`src/rtl/processor_pkg.sv`:
```
// Shared types and constants for the multi-cycle controller: opcodes, FSM states,
// ALU select codes and instruction field positions.
package processor_pkg;

    localparam int PC_WIDTH       = 7;
    localparam int D_ADDR_WIDTH   = 8;
    localparam int REG_ADDR_WIDTH = 4;
    localparam int IR_WIDTH       = 16;

    // Instruction field positions (op=[15:12], Ra=[11:8], Rb=[7:4], Rw=[3:0])
    localparam int OP_HI = 15;
    localparam int OP_LO = 12;
    localparam int RA_HI = 11;
    localparam int RA_LO = 8;
    localparam int RB_HI = 7;
    localparam int RB_LO = 4;
    localparam int RW_HI = 3;
    localparam int RW_LO = 0;

    typedef enum logic [3:0] {
        OP_NOOP  = 4'h0,
        OP_STORE = 4'h1,
        OP_LOAD  = 4'h2,
        OP_ADD   = 4'h3,
        OP_SUB   = 4'h4,
        OP_HALT  = 4'h5
    } opcode_t;

    typedef enum logic [3:0] {
        S_INIT   = 4'd0,
        S_FETCH  = 4'd1,
        S_DECODE = 4'd2,
        S_LOAD_A = 4'd3,
        S_LOAD_B = 4'd4,
        S_STORE  = 4'd5,
        S_ADD    = 4'd6,
        S_SUB    = 4'd7,
        S_HALT   = 4'd8
    } state_t;

    localparam logic [2:0] ALU_PASS = 3'd0;
    localparam logic [2:0] ALU_ADD  = 3'd1;
    localparam logic [2:0] ALU_SUB  = 3'd2;

endpackage

```
`src/rtl/program_counter.sv`:
```
// Instruction ROM address counter: clears on reset, advances by one (wrapping) when Inc is high.
module program_counter
    import processor_pkg::*;
#(
    parameter int PC_WIDTH = processor_pkg::PC_WIDTH
) (
    input  logic                Clk,
    input  logic                Reset_N,
    input  logic                Inc,
    output logic [PC_WIDTH-1:0] PC
);

    always_ff @(posedge Clk or negedge Reset_N) begin
        if (!Reset_N) begin
            PC <= '0;
        end else if (Inc) begin
            PC <= PC + 1'b1;
        end
    end

endmodule

```
`src/rtl/control_unit.sv`:
```
// Multi-cycle controller: holds IR, sequences fetch/decode/execute and produces every
// register-file, data-RAM and ALU control for the datapath.
module control_unit
    import processor_pkg::*;
#(
    parameter int PC_WIDTH       = processor_pkg::PC_WIDTH,
    parameter int D_ADDR_WIDTH   = processor_pkg::D_ADDR_WIDTH,
    parameter int REG_ADDR_WIDTH = processor_pkg::REG_ADDR_WIDTH,
    parameter int IR_WIDTH       = processor_pkg::IR_WIDTH
) (
    input  logic                      Clk,
    input  logic                      Reset_N,
    input  logic [IR_WIDTH-1:0]       IR_In,
    output logic [PC_WIDTH-1:0]       PC_Addr,
    output logic [D_ADDR_WIDTH-1:0]   D_Addr,
    output logic                      D_Rd,
    output logic                      D_Wr,
    output logic                      RF_Sel,
    output logic [REG_ADDR_WIDTH-1:0] RF_W_Addr,
    output logic                      RF_W_En,
    output logic [REG_ADDR_WIDTH-1:0] RF_Ra_Addr,
    output logic [REG_ADDR_WIDTH-1:0] RF_Rb_Addr,
    output logic [2:0]                ALU_Sel,
    output logic                      Halted,
    output logic [3:0]                State_Out
);

    state_t                state;
    state_t                next_state;
    logic [IR_WIDTH-1:0]   ir;
    opcode_t               opcode;
    logic                  pc_inc;

    assign opcode = opcode_t'(ir[OP_HI:OP_LO]);
    assign pc_inc = (state == S_FETCH);

    program_counter #(
        .PC_WIDTH(PC_WIDTH)
    ) u_pc (
        .Clk    (Clk),
        .Reset_N(Reset_N),
        .Inc    (pc_inc),
        .PC     (PC_Addr)
    );

    always_ff @(posedge Clk or negedge Reset_N) begin
        if (!Reset_N) begin
            state <= S_INIT;
            ir    <= '0;
        end else begin
            state <= next_state;
            if (state == S_FETCH) begin
                ir <= IR_In;
            end
        end
    end

    // Opcodes 0110-1111 fall into the default arm and behave as NOOP.
    always_comb begin
        next_state = state;
        case (state)
            S_INIT:   next_state = S_FETCH;
            S_FETCH:  next_state = S_DECODE;
            S_DECODE: begin
                case (opcode)
                    OP_LOAD:  next_state = S_LOAD_A;
                    OP_STORE: next_state = S_STORE;
                    OP_ADD:   next_state = S_ADD;
                    OP_SUB:   next_state = S_SUB;
                    OP_HALT:  next_state = S_HALT;
                    default:  next_state = S_FETCH;
                endcase
            end
            S_LOAD_A: next_state = S_LOAD_B;
            S_LOAD_B: next_state = S_FETCH;
            S_STORE:  next_state = S_FETCH;
            S_ADD:    next_state = S_FETCH;
            S_SUB:    next_state = S_FETCH;
            S_HALT:   next_state = S_HALT;
            default:  next_state = S_INIT;
        endcase
    end

    // Address fields follow IR at all times; only the strobes below qualify them.
    always_comb begin
        D_Addr     = (opcode == OP_LOAD) ? ir[RA_HI:RB_LO] : ir[RB_HI:RW_LO];
        RF_Ra_Addr = ir[RA_HI:RA_LO];
        RF_Rb_Addr = ir[RB_HI:RB_LO];
        RF_W_Addr  = ir[RW_HI:RW_LO];
        D_Rd       = 1'b0;
        D_Wr       = 1'b0;
        RF_Sel     = 1'b0;
        RF_W_En    = 1'b0;
        ALU_Sel    = ALU_PASS;
        Halted     = 1'b0;
        case (state)
            S_LOAD_A: D_Rd = 1'b1;
            S_LOAD_B: begin
                D_Rd    = 1'b1;
                RF_Sel  = 1'b1;
                RF_W_En = 1'b1;
            end
            S_STORE:  D_Wr = 1'b1;
            S_ADD: begin
                ALU_Sel = ALU_ADD;
                RF_W_En = 1'b1;
            end
            S_SUB: begin
                ALU_Sel = ALU_SUB;
                RF_W_En = 1'b1;
            end
            S_HALT:   Halted = 1'b1;
            default:  ;
        endcase
    end

    assign State_Out = state;

endmodule

```
`config.mk`:
```
export PLATFORM = sky130hd
export DESIGN_NAME = control_unit
export DESIGN_NICKNAME = d
export VERILOG_FILES = /design/src/rtl/processor_pkg.sv /design/src/rtl/program_counter.sv /design/src/rtl/control_unit.sv
export SDC_FILE = /design/constraint.sdc
export NUM_CORES = 1
export LEC_CHECK = 0
export ABC_CLOCK_PERIOD_IN_PS = 4400
export CORE_UTILIZATION = 35
export CTS_CLUSTER_SIZE = 8
export DETAILED_ROUTE_END_ITERATION = 10
export PLACE_DENSITY_LB_ADDON = 0.1
export SYNTH_ARGS = -nofsm -noshare
export SYNTH_HDL_FRONTEND = slang
export SYNTH_SLANG_ARGS = --single-unit
```
`constraint.sdc`:
```
create_clock -name Clk -period 4.4 [get_ports Clk]
set_input_delay 0.66 -clock Clk [delete_from_list [all_inputs] [get_ports Clk]]
set_output_delay 0.66 -clock Clk [all_outputs]
set_load 0.05 [all_outputs]
```
Word level (Yosys, flattened, before mapping)
Cells that the tools add are included.
{"block": "totals", "regBits": 27, "in_bits": 18, "word_cells": 30}
{"block": "classes", "add_sub_neg": 1, "n_eq_ne": 13, "muxes": 9, "reduce_logical": 4}
{"op": "$pmux W4 S5", "count": 2}
{"op": "$eq A4 B3 Y1 const B", "count": 6}
{"op": "$eq A4 B2 Y1 const B", "count": 4}
{"op": "$eq A4 B1 Y1 const B", "count": 2}
{"op": "$mux W8", "count": 1}
{"op": "$add A7 B1 Y7 const B", "count": 1}
{"op": "$mux W1", "count": 5}
{"op": "$reduce_or A5 Y1", "count": 1}
{"op": "$eq A4 B4 Y1 const B", "count": 1}
{"op": "$logic_not A4 Y1", "count": 1}
{"op": "$pmux W2 S2", "count": 1}
{"op": "$reduce_or A3 Y1", "count": 1}
{"op": "$reduce_or A2 Y1", "count": 1}

Longest topological paths before layout
Gate-level depths: netlist of run 1.
{"block": "logic_depth", "word_depth": 3, "mapped_depth": 5, "ltp_nobuf": 3}

By module
From an unflattened synthesis of run 1, not the netlist that was laid out.
{"block": "hier_totals", "hier_cells": 115, "hier_area_um2": 1451.4}
{"mod": "control_unit", "instances": 1, "cells_each": 93, "area_each_um2": 1168.6, "seq_area_each_um2": 500.5}
{"mod": "program_counter", "instances": 1, "cells_each": 22, "area_each_um2": 282.8, "seq_area_each_um2": 175.2}

Worst setup path before layout of run 1
Ideal clock, no wire load.
{"block": "synth_path", "path_type": "register -> output", "from": "reg state[1], in the netlist State_Out[1]", "to": "out ALU_Sel[0]", "arrival_ps": 2069, "t_required_ps": 3740, "setup_slack_ps": 1671, "path_stages_with_launch": 3, "path_cell_list": "dfrtp_1 > inv_1 > nor3_1"}
{"block": "synth_via", "elab_chain_len": 2, "elab_cells_between_ends": 3, "cone_classes": "eq/ne (2); mux (1)"}
{"element": "from (decl)", "line": "control_unit.sv:28", "text": "state_t state;"}
{"element": "from (signal assigned)", "line": "control_unit.sv:51", "text": "state <= next_state;"}
{"element": "$eq A4 B3 Y1", "line": "control_unit.sv:96", "text": "case (state)"}
{"element": "$pmux W2 S2 (*)", "line": "control_unit.sv:96"}
{"element": "to (decl)", "line": "control_unit.sv:23", "text": "output logic [2:0] ALU_Sel,"}
Every way passes the cells marked *; elsewhere a longest branch is shown, timed or not.

Final worst setup path of run 1
{"block": "layout_path", "from": "reg ir[13]", "to": "out D_Addr[1]"}
{"block": "layout_via", "elab_chain_len": 2}
{"element": "from (decl)", "line": "control_unit.sv:30", "text": "logic [IR_WIDTH-1:0] ir;"}
{"element": "from (signal assigned)", "line": "control_unit.sv:53", "text": "ir <= IR_In;"}
{"element": "$eq A4 B2 Y1", "line": "control_unit.sv:86", "text": "D_Addr = (opcode == OP_LOAD) ? ir[RA_HI:RB_LO] : ir[RB_HI:RW_LO];"}
{"element": "$mux W8", "line": "control_unit.sv:86"}
{"element": "to (decl)", "line": "control_unit.sv:15", "text": "output logic [D_ADDR_WIDTH-1:0] D_Addr,"}
Every way passes these cells.

==> summary.txt, run 1 <==
Yosys
  • XOR/XNOR share of the synthesized area: 4.39%
  • Synthesized area: 1400 um^2
  • Seq/Total Area, Yosys: 48.3%
  • Top cells by area, synth: dfrtp_1 (48%), mux2_2 (20%), buf_4 (8.6%)
  • Most frequent cell after synthesis: dfrtp_1
  • Post-synth top cells: dfrtp_1 (27), mux2_2 (25), buf_4 (16)
  • Post-synth EDFFs: 0
  • Compound-Gate Fraction of Synth Area: 4.39%
  • Mux share of post-synthesis cell area: 20.1%
  • Avg Inst Size Synth: 12.4 um^2
  • Asr flop ratio synth: 100%
  • Synth unique cells: 27
  • Yosys warning count: 0
  • Synth Flop Type: dfrtp_1
  • Cell count after synthesis: 113
  • Post-synth net total: 132
  • Largest area contributor in the netlist: dfrtp_1
  • Post-synthesis simple-gate area fraction: 12.2%
  • Top-area cell type share of the netlist area: 48.3%
  • #FFs+latches synth: 27
  • Post-Synth Adder-Cell Area: 0.895%
  • Largest family of logic cells by synthesized area: multiplexers

Clock network
  • Clock Path Buffers: 2
  • Worst skew pair latency: 0.27 ns
  • Hold buffers post-CTS: 0
  • Total setup buffers inserted after CTS: 0
  • Total CTS buffers: 3
  • H-tree levels: 1
  • Clock root cell: clkbuf_8
  • Reg clk slew, reported paths: 0.09 ns
  • Clk sinks: 27
  • CTS tree: built
  • # resized after CTS: 0

Run
  • Max cap viols: 0

Placed design
  • Gpl congestion: 0.811
  • HPWL Detailed: 2110 um
  • PortBufs: 55

GRT
  • First-pass GRT wire length: 4780 um
  • Initial antenna violation count: 0
  • Number of global-route vias before repair: 995
  • All-Layer GR Usage: 14.8%
  • Largest net degree at the start of global routing: 16
  • GR Overflow Total: 0

Layout
  • Proportion of layout cells with a drive suffix above 1: 20.9%
  • Layout Nets: 178
  • Area Overhead vs Synth: 39.4%
  • # diodes: 0

Route
  • Residual DRC: 0
  • Post-Route WL: 2790 um
  • Number of DRC markers in iteration 0: 26
  • Vias: 980
  • Drt first pass iters: 3
  • Vias per inst: 4.76
  • Routed Antenna Nets: 0
  • Wirelength per Cell: 13.6 um

Floorplanning
  • Rows: 22
  • Chip width: 65.2 um
  • Initial Util: 37.3%
  • Die footprint: 4250 um^2
  • Core area: 3740 um^2
  • Io pins: 57
  • Die Y: 65.2 um

Outcome
  • Status: completed

Setup path
  • Critical path cell sequence: nor2b_1 -> nor3b_4 -> mux2_2 -> clkdlybuf4s50_1
  • Slowest stage delay, CP: 0.70 ns
  • Worst setup EP type: output pin
  • Worst EP required: 3.74 ns
  • Slowest stage cell on the critical path: clkdlybuf4s50_1
  • CP startpoint kind: flop
  • Reg2reg setup slack: 2.37 ns
  • Top Family by Delay on Critical Path: buffers and inverters
  • Data arrival, critical path: 2.43 ns
  • Crit path kind: reg -> out
  • WP buf/inv: 1
  • CP Max Fanout: 8

STA
  • Tcrit/Tclk final: 70.2%
  • Fin. max-slew vios: 0
  • Fin. Hold Viols: 0
  • Worst-margin pin slew: 0.688 ns
  • Tmin final: 3.09 ns
  • Max Clock Skew: 0.00541 ns
  • FMAX: 324 MHz
  • RSZ-0062 raised after global routing: false
  • Setup TNS: 0 ns
  • Final setup violating endpoints: 0
  • Max-slew headroom at the worst pin: 54.0%

Min path
  • Hold Path Class: reg -> reg
==> cells in the final DEF, fill, tap and decap left out, drive strengths merged, types with 2 or more instances in the layout <==
cell type	n
dfrtp	27
nor2b	2
nand4	4
inv	3
xnor2	6
nand2	3
clkbuf	4
nand3	2
a211oi	2
nor3b	3
buf	2
nor3	4
o21ai	2
mux2	25
a21oi	3
clkdlybuf4s50	55
==> cell families (layout without fill, tap and decap cells) <==
group	Yosys count	in the layout
AOI/OAI and AO/OA	9	9
xor gates and xnor gates	7	7
adders and majority gates	1	1
buffers and inverters	19	64
DFF	27	27
muxes	25	25
other	1	1
and+or+nand+nor	24	24
==> final timing paths <==
path | cells past startpoint | to | startpoint
setup / recovery | 4 | D_Addr[1] | ir[13]
hold reg to reg | 1 | u_pc.PC[6] | u_pc.PC[6]
setup reg to reg | 3 | ir[6] | State_Out[0]
hold / removal | 1 | u_pc.PC[6] | u_pc.PC[6]
min in group asynchronous | 1 | u_pc.PC[0] | Reset_N
max in group asynchronous | 2 | ir[10] | Reset_N
==> flip-flops by register name, indices dropped and copies added (netlist names) <==
name,cells
u_pc.PC,7
State_Out,4
ir,16
==> cell type report <==
class	instances	area (um^2)
Multi-Input combinational cell	67	591
Fill cell	355	1800
Tap cell	48	60.1
Clock buffer	4	45.0
Timing Repair Buffer	57	566
Inverter	3	11.3
Sequential cell	27	676
==> through the flow <==
| stage | worst slack [ns] | std cells | hold slack [ns] | util [%] | area (um^2) |
|---|---|---|---|---|---|
| after floorplan | 1.67 | 113 | 0.364 | - | 1400 |
| after global placement | 1.62 | 202 | 0.461 | 50.8 | 1900 |
| after detailed placement | 1.59 | 202 | 0.474 | 50.8 | 1900 |
| after CTS | 1.27 | 206 | 0.491 | 52.0 | 1950 |
| after global routing | 1.14 | 206 | 0.516 | 52.0 | 1950 |
| final | 1.31 | 206 | 0.484 | 52.0 | 1950 |
==> layer usage <==
metal  vias up  share of wire (%)  track usage, %
li1        483                  -               -
met1       463                 43            17.7
met2        30                 49            25.1
met3         4                6.0            3.13
met4         0                1.9            7.34
met5         -                  0               0
Power of run 1 is left out: the tool's default activity adds up to more than one toggle a clock period on the data nets, which glitch-free logic cannot reach.
==> run 2: changes to the inputs <==
- ABC_CLOCK_PERIOD_IN_PS: 4400 -> 2700
- clock period: 4.4 -> 2.7 ns (I/O delays scaled with it)
==> run 2 against run 1 <==
Sequential share of layout area is 0.16 points higher. Count of clock-buffer cells in the layout is 1 lower. Non-clock buffer count is 1 higher. Cell area is 0.45% lower. Clock skew is 0.0011 ns lower. Setup slack worse by 1.1 ns. First-iteration DRC count is 15% higher. Largest cell class unchanged. Highest routed layer unchanged.
==> summary.txt, run 2 (synthesis gave the netlist of run 1 again) <==
Outcome
  • Status: completed

Placed design
  • Gpl congestion: 0.900
  • PortBufs: 55
  • HPWL Detailed: 1980 um

GRT
  • GR Overflow Total: 0
  • First-pass GRT wire length: 4430 um
  • Initial antenna violation count: 0
  • Largest net degree at the start of global routing: 28
  • Number of global-route vias before repair: 985
  • All-Layer GR Usage: 13.6%

Clock network
  • H-tree levels: 1
  • Clock Path Buffers: 2
  • # resized after CTS: 0
  • Total setup buffers inserted after CTS: 0
  • Reg clk slew, reported paths: 0.09 ns
  • Clock root cell: clkbuf_8
  • Worst skew pair latency: 0.27 ns
  • Total CTS buffers: 3
  • CTS tree: built
  • Clk sinks: 27
  • Hold buffers post-CTS: 0

Route
  • Post-Route WL: 2710 um
  • Vias per inst: 4.79
  • Residual DRC: 0
  • Routed Antenna Nets: 0
  • Wirelength per Cell: 13.1 um
  • Number of DRC markers in iteration 0: 30
  • Drt first pass iters: 4
  • Vias: 992

STA
  • Worst-margin pin slew: 0.510 ns
  • Tmin final: 2.45 ns
  • FMAX: 407 MHz
  • RSZ-0062 raised after global routing: false
  • Max-slew headroom at the worst pin: 65.9%
  • Fin. max-slew vios: 0
  • Tcrit/Tclk final: 90.9%
  • Fin. Hold Viols: 0
  • Setup TNS: 0 ns
  • Max Clock Skew: 0.00428 ns
  • Final setup violating endpoints: 0

Run
  • Max cap viols: 0

Layout
  • Multi-input logic area: 591 um^2
  • Biggest register: ir
  • Max reg flops: 16
  • Proportion of layout cells with a drive suffix above 1: 27.0%
  • Most common cell after layout, fill and taps aside: clkdlybuf4s50_1
  • Fill count: 340
  • # diodes: 0
  • Layout Nets: 179
  • Sequential Area: 676 um^2
  • Most frequent cells in the layout: clkdlybuf4s50_1 (47), dfrtp_1 (27), mux2_2 (25), buf_4 (11), xnor2_1 (6)
  • Area Overhead vs Synth: 38.8%

Setup path
  • CP startpoint kind: flop
  • Worst r2r dst: ir[2]
  • Reg2reg setup slack: 1.13 ns
  • Data arrival, critical path: 2.05 ns
  • Worst EP required: 2.30 ns
  • CP Max Fanout: 7
  • CP startpoint: State_Out[1]
  • Crit path kind: reg -> out
  • Worst setup EP type: output pin
  • R2R cell count: 3
  • CP Capture Point: Halted
  • Critical R2R Launch: State_Out[0]

Floorplanning
  • Core area: 3740 um^2
  • Chip width: 65.2 um
  • Io pins: 57
  • Rows: 22
  • Initial Util: 37.3%
  • Die footprint: 4250 um^2
  • Die Y: 65.2 um

Min path
  • Hold Path Class: reg -> reg
## run 2: cell types whose count changed in the layout (fill, tap and decap cells not counted), sizes merged
| cell | previous run | this run |
|---|---|---|
| clkdlybuf4s50 | 55 | 47 |
| clkbuf | 4 | 3 |
| clkinvlp | 0 | 1 |
| buf | 2 | 11 |
## run 2: per-stage QoR
stage | worst slack [ns] | utilization [%] | hold slack [ns] | area, um^2 | instances
6_report | 0.245 | 51.8 | 0.481 | 1940 | 207
5_1_grt | 0.0619 | 51.8 | 0.498 | 1940 | 207
4_1_cts | 0.235 | 51.8 | 0.488 | 1940 | 207
3_5_place_dp | 0.552 | 50.5 | 0.470 | 1890 | 203
3_3_place_gp | 0.601 | 50.5 | 0.462 | 1890 | 203
2_1_floorplan | 0.226 | - | 0.109 | 1400 | 113
## run 2: critical path, stage by stage, from the launching register on
cell	delay, ns
dfrtp_1	0.47
inv_1	0.22
nand2_1	0.11
nor3_1	0.14
clkdlybuf4s50_1	0.83
## run 2: worst min path at each step
stage / startpoint / endpoint / slack (ns) / cells after the start
after detailed placement: u_pc.PC[6] / u_pc.PC[6] / 0.47 / 1
after global routing: u_pc.PC[6] / u_pc.PC[6] / 0.50 / 1
after CTS: u_pc.PC[6] / u_pc.PC[6] / 0.49 / 1
after global placement: u_pc.PC[6] / u_pc.PC[6] / 0.46 / 1
final: u_pc.PC[6] / u_pc.PC[6] / 0.48 / 1
after floorplan: Reset_N / State_Out[0] / 0.11 / 0
## run 2: area by class of cell
type                       instances  share of cell area, %
tap                               48                   3.10
sequential                        27                   34.8
inverter                           3                  0.581
clock buffer                       3                   2.13
timing repair buffer              58                   28.5
multi-input combinational         67                   30.5
clock inverter                     1                  0.387
## run 2: per-layer routing
| layer | track usage [%] | vias to the layer above | wire (um) |
|---|---|---|---|
| li1 | - | 477 | - |
| met3 | 2.78 | 4 | 168 |
| met4 | 6.25 | 0 | 41 |
| met5 | 0 | - | 0 |
| met1 | 17.4 | 481 | 1200 |
| met2 | 21.9 | 30 | 1300 |
Power of run 2 is left out for the same reason.
==> run 3: changes to the inputs <==
- CORE_UTILIZATION: 35 -> 38
==> run 3 against run 2 <==
Critical path depth stayed put. Worst hold slack better by 0.0084 ns. Via count is 0.40% lower. Flip-flop and latch count stayed put. Die area is 7.7% lower. Count of clock-buffer cells in the layout is 1 higher. Non-clock buffer count stayed put. Sequential share of layout area is 0.11 points higher. Register-to-register slack better by 0.02 ns. Largest cell class unchanged.
==> summary.txt, run 3 (synthesis gave the netlist of run 1 again) <==
Setup path
  • Top Family by Delay on Critical Path: buffers and inverters
  • CP Max Fanout: 7
  • Worst EP required: 2.30 ns
  • Slowest stage cell on the critical path: clkdlybuf4s50_1
  • WP buf/inv: 2
  • Cell count along the critical path: 4
  • Critical R2R Launch: State_Out[0]
  • CP startpoint kind: flop
  • Crit path kind: reg -> out
  • Slowest stage delay, CP: 0.83 ns
  • Worst setup EP type: output pin
  • Critical path cell sequence: inv_1 -> nand2_1 -> nor3_1 -> clkdlybuf4s50_1
  • R2R cell count: 3
  • CP startpoint: State_Out[1]
  • Data arrival, critical path: 2.05 ns

Route
  • Number of DRC markers in iteration 0: 36
  • Vias per inst: 4.82
  • Routed Antenna Nets: 0
  • Post-Route WL: 2710 um
  • Wirelength per Cell: 13.2 um
  • Vias: 988
  • Residual DRC: 0
  • Drt first pass iters: 4

Floorplanning
  • Core area: 3440 um^2
  • Rows: 21
  • Initial Util: 40.6%
  • Chip width: 62.6 um
  • Die Y: 62.6 um
  • Io pins: 57
  • Die footprint: 3920 um^2

STA
  • Setup TNS: 0 ns
  • Final setup violating endpoints: 0
  • Fin. max-slew vios: 0
  • Max-slew headroom at the worst pin: 65.3%
  • Fin. Hold Viols: 0
  • Tcrit/Tclk final: 91.0%
  • RSZ-0062 raised after global routing: false
  • Tmin final: 2.46 ns
  • Max Clock Skew: 0.00502 ns
  • FMAX: 407 MHz
  • Worst-margin pin slew: 0.519 ns

Placed design
  • HPWL Detailed: 1970 um
  • Gpl congestion: 0.727
  • PortBufs: 55

Outcome
  • Status: completed

GRT
  • Number of global-route vias before repair: 1,010
  • GR Overflow Total: 0
  • First-pass GRT wire length: 4530 um
  • Initial antenna violation count: 0
  • Largest net degree at the start of global routing: 28
  • All-Layer GR Usage: 14.6%

Layout
  • Most common cell after layout, fill and taps aside: clkdlybuf4s50_1
  • # diodes: 0
  • Fill count: 325
  • Area Overhead vs Synth: 38.3%
  • Most frequent cells in the layout: clkdlybuf4s50_1 (47), dfrtp_1 (27), mux2_2 (25), buf_4 (11), xnor2_1 (6)
  • Max reg flops: 16
  • Biggest register: ir
  • Layout Nets: 179
  • Proportion of layout cells with a drive suffix above 1: 26.4%

Clock network
  • Clk sinks: 27
  • Total CTS buffers: 3
  • Worst skew pair latency: 0.27 ns
  • Hold buffers post-CTS: 0
  • Reg clk slew, reported paths: 0.09 ns
  • CTS tree: built
  • Clock root cell: clkbuf_8
  • Clock Path Buffers: 2
  • H-tree levels: 1
  • # resized after CTS: 0
  • Total setup buffers inserted after CTS: 0

Min path
  • Hold Path Class: reg -> reg
  • Worst Hold Path Cells: 1
  • Hold_sp: u_pc.PC[6]

Run
  • Max cap viols: 0
-- run 3: cell count changes in the layout (fill, tap and decap cells not counted), sizes merged --
cell	before	now
clkbuf	3	4
clkinvlp	1	0
-- run 3: stage by stage --
stage	instance area [um^2]	util, %	setup WS (ns)	std cells	hold WS [ns]
CTS	1930	56.2	0.251	205	0.493
global placement	1890	54.9	0.613	201	0.464
global route	1930	56.2	0.129	205	0.520
floorplan	1400	-	0.226	113	0.109
finish	1930	56.2	0.242	205	0.490
detailed placement	1890	54.9	0.565	201	0.475
-- run 3: path summary, 6_finish.rpt --
| kind | slack, ns | endpoint |
|---|---|---|
| worst min-delay path | 0.49 | u_pc.PC[6] |
| worst max register to register | 1.15 | ir[14] |
| max in group asynchronous | 1.93 | u_pc.PC[6] |
| min in group asynchronous | 0.51 | State_Out[1] |
| worst max-delay path | 0.24 | Halted |
| worst min register to register | 0.49 | u_pc.PC[6] |
-- run 3: final cells by class --
type                            instances  area (um^2)  area share [%]
Clock buffer                            4         45.0            2.33
Inverter                                3         11.3           0.583
Multi-Input combinational cell         67          591            30.6
Sequential cell                        27          676            35.0
Tap cell                               46         57.6            2.98
Timing Repair Buffer                   58          553            28.6
-- run 3: layer usage --
layer  GRT usage [%]  vias up  part of all wire, %
met2            25.0       35                   50
met4            5.23        0                 0.30
met5               0        -                    0
li1                -      478                    -
met3            2.74        2                  4.6
met1            18.2      473                   45
Power of run 3 is left out for the same reason.
==> RTL change 1 (config.mk and constraints of run 3) <==
Register the output `D_Wr`, with the module's reset; this adds one clock of latency there. The other outputs are not delayed to match.
--- a/src/rtl/control_unit.sv
+++ b/src/rtl/control_unit.sv
@@ -25,4 +25,6 @@
     output logic [3:0]                State_Out
 );
+
+    logic D_Wr_d;
 
     state_t                state;
@@ -89,5 +91,5 @@
         RF_W_Addr  = ir[RW_HI:RW_LO];
         D_Rd       = 1'b0;
-        D_Wr       = 1'b0;
+        D_Wr_d     = 1'b0;
         RF_Sel     = 1'b0;
         RF_W_En    = 1'b0;
@@ -101,5 +103,5 @@
                 RF_W_En = 1'b1;
             end
-            S_STORE:  D_Wr = 1'b1;
+            S_STORE:  D_Wr_d = 1'b1;
             S_ADD: begin
                 ALU_Sel = ALU_ADD;
@@ -117,4 +119,12 @@
     assign State_Out = state;
 
+    always_ff @(posedge Clk or negedge Reset_N) begin
+        if (!Reset_N) begin
+            D_Wr <= '0;
+        end else begin
+            D_Wr <= D_Wr_d;
+        end
+    end
+
 endmodule
 
Function: changed (a bounded check fails within 4 cycles, from zero or initial values and one cycle with Reset_N low).
==> RTL change 1 against run 3 <==
  * Clock skew decreased by 0.0032 ns
  * Register-to-register slack got worse by 0.08 ns
  * Via count decreased by 1.7%
  * Worst setup slack improved by 0.030 ns
  * Wire length decreased by 6.3%
  * Core utilization decreased by 2.4 points
  * Final cell count increased by 1.5%
  * Cell area increased by 1.9%
  * First-iteration DRC count decreased by 47%
  * Sequential cell count increased by 1
  * Synthesized area increased by 3.0%
  * Largest cell class unchanged
Power is not shown: default switching activity piles up to over one toggle a cycle in this logic, so the estimate is an artifact.
==> RTL change 1: results (changes against run 3) <==
[outcome]
status = completed

[placed_design]
dp_hpwl_um = 1840  ; -6.7%
pre_cts_ws_ns = 0.570  ; +0.00497 ns
placed_cell_area_um2 = 1910  ; +1.4%
dp.cells = 204  ; +1.5%
globalplace.congestion = 0.791  ; +8.8%

[final_layout]
clkCellAreaFrac_pct = 2.80  ; +0.47 points
nonClkBufAreaFrac_pct = 27.7  ; -0.91 points
utilization_pct = 53.8  ; -2.4 points
n_all_buffers = 57  ; -1.7%
multi_input_area_um2 = 597  ; +1.1%
largest_register_ffs = 16  ; unchanged
seq_area_um2 = 701  ; +3.7%
drive_gt1_share_pct = 26.3  ; -0.17 points
multi_input_cells = 68  ; +1.5%
nFillCells = 312  ; -4.0%
layoutNonFillerInstCount = 208  ; +1.5%
finalNetCount = 180  ; +0.56%

[setup_path]
rrSetupSlack_ns = 1.07  ; -0.08 ns
worst_r2r_path_depth = 3  ; unchanged
r2r-end = ir[9]$_DFFE_PN0P_

[global_route]
grt_pass1_vias = 931  ; -7.8%
grt_max_degree = 29  ; +3.6%
grtUsageTotal_pct = 13.8  ; -0.79 points
grt_pass1_wl_um = 4370  ; -3.4%

[synth]
yosysUniqueCellTypes = 29  ; +7.4%
synth_common_cells = dfrtp_1 (28), mux2_2 (25), buf_4 (14)
synth_seq_area_share_pct = 48.7  ; +0.31 points
netlist_area_um2 = 1440  ; +3.0%
syn_area_per_cell_um2 = 12.4  ; +0.38%
syn-num-nets = 135  ; +2.3%
synth.top_cells.by_area = dfrtp_1 (49%), mux2_2 (20%), buf_4 (7.3%)

[route]
viasPerCell = 4.67  ; -3.1%
drt_iter0_markers = 19  ; -47%
wl_um = 2540  ; -6.3%

[timing]
period_needed_ns = 2.43  ; -0.0305 ns
skew_ns = 0.00185  ; -0.00317 ns
tightest_slew_ns = 0.502  ; -0.0170 ns

[clocking]
cts.sinks = 28  ; +3.7%
cts_max_path_buffers = 2  ; unchanged

RTL change 1: cell count changes after synthesis, sizes merged:
cell            run 3  this run
nand3               2         0
nor2                1         3
a21oi               3         2
a2bb2oi             0         1
clkbuf              0         1
dfrtp              27        28
nand2               3         4
nor2b               2         3
nor3                4         3
RTL change 1: logic make-up (layout without fill, tap and decap cells):
family	Yosys count	in the layout	share of synthesized area, %
AOI/OAI and AO/OA	9	9	4.52
xor gates and xnor gates	7	7	4.26
adders and majority gates	1	1	0.869
buffers and inverters	20	64	9.90
DFF	28	28	48.7
muxes	25	25	19.5
other	1	1	0.260
and+or+nand+nor	25	25	12.0
RTL change 1: routing by layer:
| layer | global-route usage (%) | wire length (um) | vias up | part of all wire [%] |
|---|---|---|---|---|
| li1 | - | - | 477 | - |
| met1 | 18.4 | 1180 | 463 | 46 |
| met2 | 21.9 | 1190 | 29 | 47 |
| met3 | 2.72 | 142 | 2 | 5.6 |
| met4 | 5.11 | 20 | 0 | 0.79 |
| met5 | 0 | 0 | - | 0 |
==> RTL change 2 (config.mk and constraints of run 3) <==
Without the edit above. `PC_WIDTH`: 7 -> 5.
--- a/src/rtl/processor_pkg.sv
+++ b/src/rtl/processor_pkg.sv
@@ -3,5 +3,5 @@
 package processor_pkg;
 
-    localparam int PC_WIDTH       = 7;
+    localparam int PC_WIDTH       = 5;
     localparam int D_ADDR_WIDTH   = 8;
     localparam int REG_ADDR_WIDTH = 4;
Ports: changed (resized PC_Addr); port bits go from 57 to 55. The function was not compared with the original's and may differ.
==> RTL change 2 against run 3 <==
  * First-iteration DRC count is 53% lower
  * Cell area fell by 7.0%
  * Synthesized area down 7.1%
  * Worst setup slack worse by 0.12 ns
  * Global-route usage increased by 0.065 points
  * Sequential cell count down 2
  * Wire length is 4.3% lower
  * Final cell count shrank 6.8%
  * Critical path type unchanged
  * Largest cell class unchanged
Power is not shown: default switching activity piles up to over one toggle a cycle in this logic, so the estimate is an artifact.
==> RTL change 2: results (changes against run 3) <==
[synth]
synth.top_cells.by_area = dfrtp_1 (48%), mux2_2 (22%), buf_4 (8.1%)
synth_ff_type = dfrtp_1
synth_seq_area_share_pct = 48.2  ; -0.17 points
syn_inst = 103  ; -8.8%
synth_common_cells = dfrtp_1 (25), mux2_2 (25), buf_4 (14)
syn-num-nets = 122  ; -7.6%
yosysWarnings = 0  ; unchanged
async_flop_share_pct = 100  ; unchanged
yosysUniqueCellTypes = 30  ; +11%

[hold_path]
hp-class = in2async

[timing]
setup_ws_ns = 0.125  ; -0.117 ns
skew_ns = 0.00263  ; -0.00239 ns
tightest_slew_ns = 0.688  ; +0.169 ns

[route]
wl_um = 2590  ; -4.3%
viasPerCell = 4.81  ; -0.17%
drt_iter0_markers = 17  ; -53%
dr.pass1.iters = 3  ; -1
wl_per_cell_um = 13.6  ; +2.7%

[setup_path]
r2r-start = State_Out[1]$_DFF_PN0_
r2r-end = ir[3]$_DFFE_PN0P_
startpoint = State_Out[3]$_DFF_PN0_
crit_slowest_cell = clkdlybuf4s50_1
worst_r2r_path_depth = 3  ; unchanged
cp_max_fo = 9  ; +2
arrival_ns = 2.17  ; +0.12 ns
cp_slowest_stage_delay_ns = 0.85  ; +0.02 ns
rrSetupSlack_ns = 1.16

[clocking]
cts-root-buf = clkbuf_4
cts_max_path_buffers = 2  ; unchanged
cts_setup_buffers = 0  ; unchanged
clk_latency_ns = 0.31  ; +0.04 ns
h-tree-depth = 1  ; unchanged
cts_buffers = 3  ; unchanged
clkTransAtPathRegs_ns = 0.13  ; +0.04 ns

[global_route]
grt_max_degree = 26  ; -7.1%
grtUsageTotal_pct = 14.7  ; +0.065 points
grt_pass1_vias = 873  ; -14%
grt_pass1_wl_um = 3950  ; -13%
antenna_found_initial = 0  ; unchanged
grt-ovfl-total = 0  ; unchanged

[final_layout]
antennaDiodeCount = 0  ; unchanged
drive_gt1_share_pct = 31.3  ; +4.9 points
max_flop_register = ir
finalNetCount = 167  ; -6.7%
largest_register_ffs = 16  ; unchanged

[placed_design]
pre_cts_ws_ns = 0.242  ; -0.323 ns
globalplace.congestion = 0.726  ; -0.14%
dp_hpwl_um = 1900  ; -3.7%
portBuffers = 53  ; -3.6%
dp.cells = 187  ; -7.0%

[outcome]
status = completed

[RTL change 2: cell types whose count changed after synthesis, moves of 2 or more]
cell,run 3,this run
nand2b_1,1,3
nand2_1,3,1
nand4_1,4,2
nor3b_1,2,0
dfrtp_1,27,25
xnor2_1,6,3
buf_4,16,14
nor2b_1,2,0
[RTL change 2: through the flow]
step / hold WS (ns) / area (um^2) / util (%)
global route: 0.459 / 1800 / 57.0
detailed placement: 0.479 / 1770 / 56.2
global placement: 0.467 / 1770 / 56.2
finish: 0.440 / 1800 / 57.0
CTS: 0.446 / 1800 / 57.0
floorplan: 0.109 / 1310 / -
[RTL change 2: worst max path at each step]
| stage | endpoint | depth (start not counted) |
|---|---|---|
| after global placement | D_Rd | 4 |
| after global routing | D_Rd | 4 |
| final | ALU_Sel[1] | 3 |
| after CTS | ALU_Sel[1] | 3 |
| after detailed placement | D_Rd | 4 |
| after floorplan | D_Rd | 4 |
[RTL change 2: what timing repair did]
| item | 4_1_cts | 5_1_grt |
|---|---|---|
| hold buffers | 0 | 0 |
| resized for setup | 1 | 0 |
| endpoints found under the hold margin | 0 | 0 |
| endpoints found under the setup margin | 1 | 0 |
[RTL change 2: metal layers]
metal | global-route usage, % | wire, um
met2 | 25.9 | 1280
met4 | 4.87 | 15
met1 | 18.0 | 1140
met5 | 0 | 0
met3 | 2.77 | 155
[RTL change 2: area by class of cell]
type,count,area [um^2]
Tap cell,44,55.1
Sequential cell,25,626
Fill cell,302,1360
Inverter,2,7.51
Multi-Input combinational cell,60,551
Clock inverter,1,5.00
Timing Repair Buffer,56,532
Clock buffer,3,22.5
[RTL change 2: cells by family after synthesis]
| logic type | share of synthesized area [%] |
|---|---|
| mux | 22.4 |
| flops | 48.2 |
| simple gates | 11.4 |
| buf+inv | 9.92 |
| compound gates | 4.14 |
| xor+xnor | 2.70 |
| fa+ha+maj | 0.963 |
| other cells | 0.289 |
[RTL change 2: critical path: cells and delay by family, from the launching register on]
family | cells | cell delay [ns]
simple gates | 2 | 0.49
buf+inv | 1 | 0.85
flops | 1 | 0.52
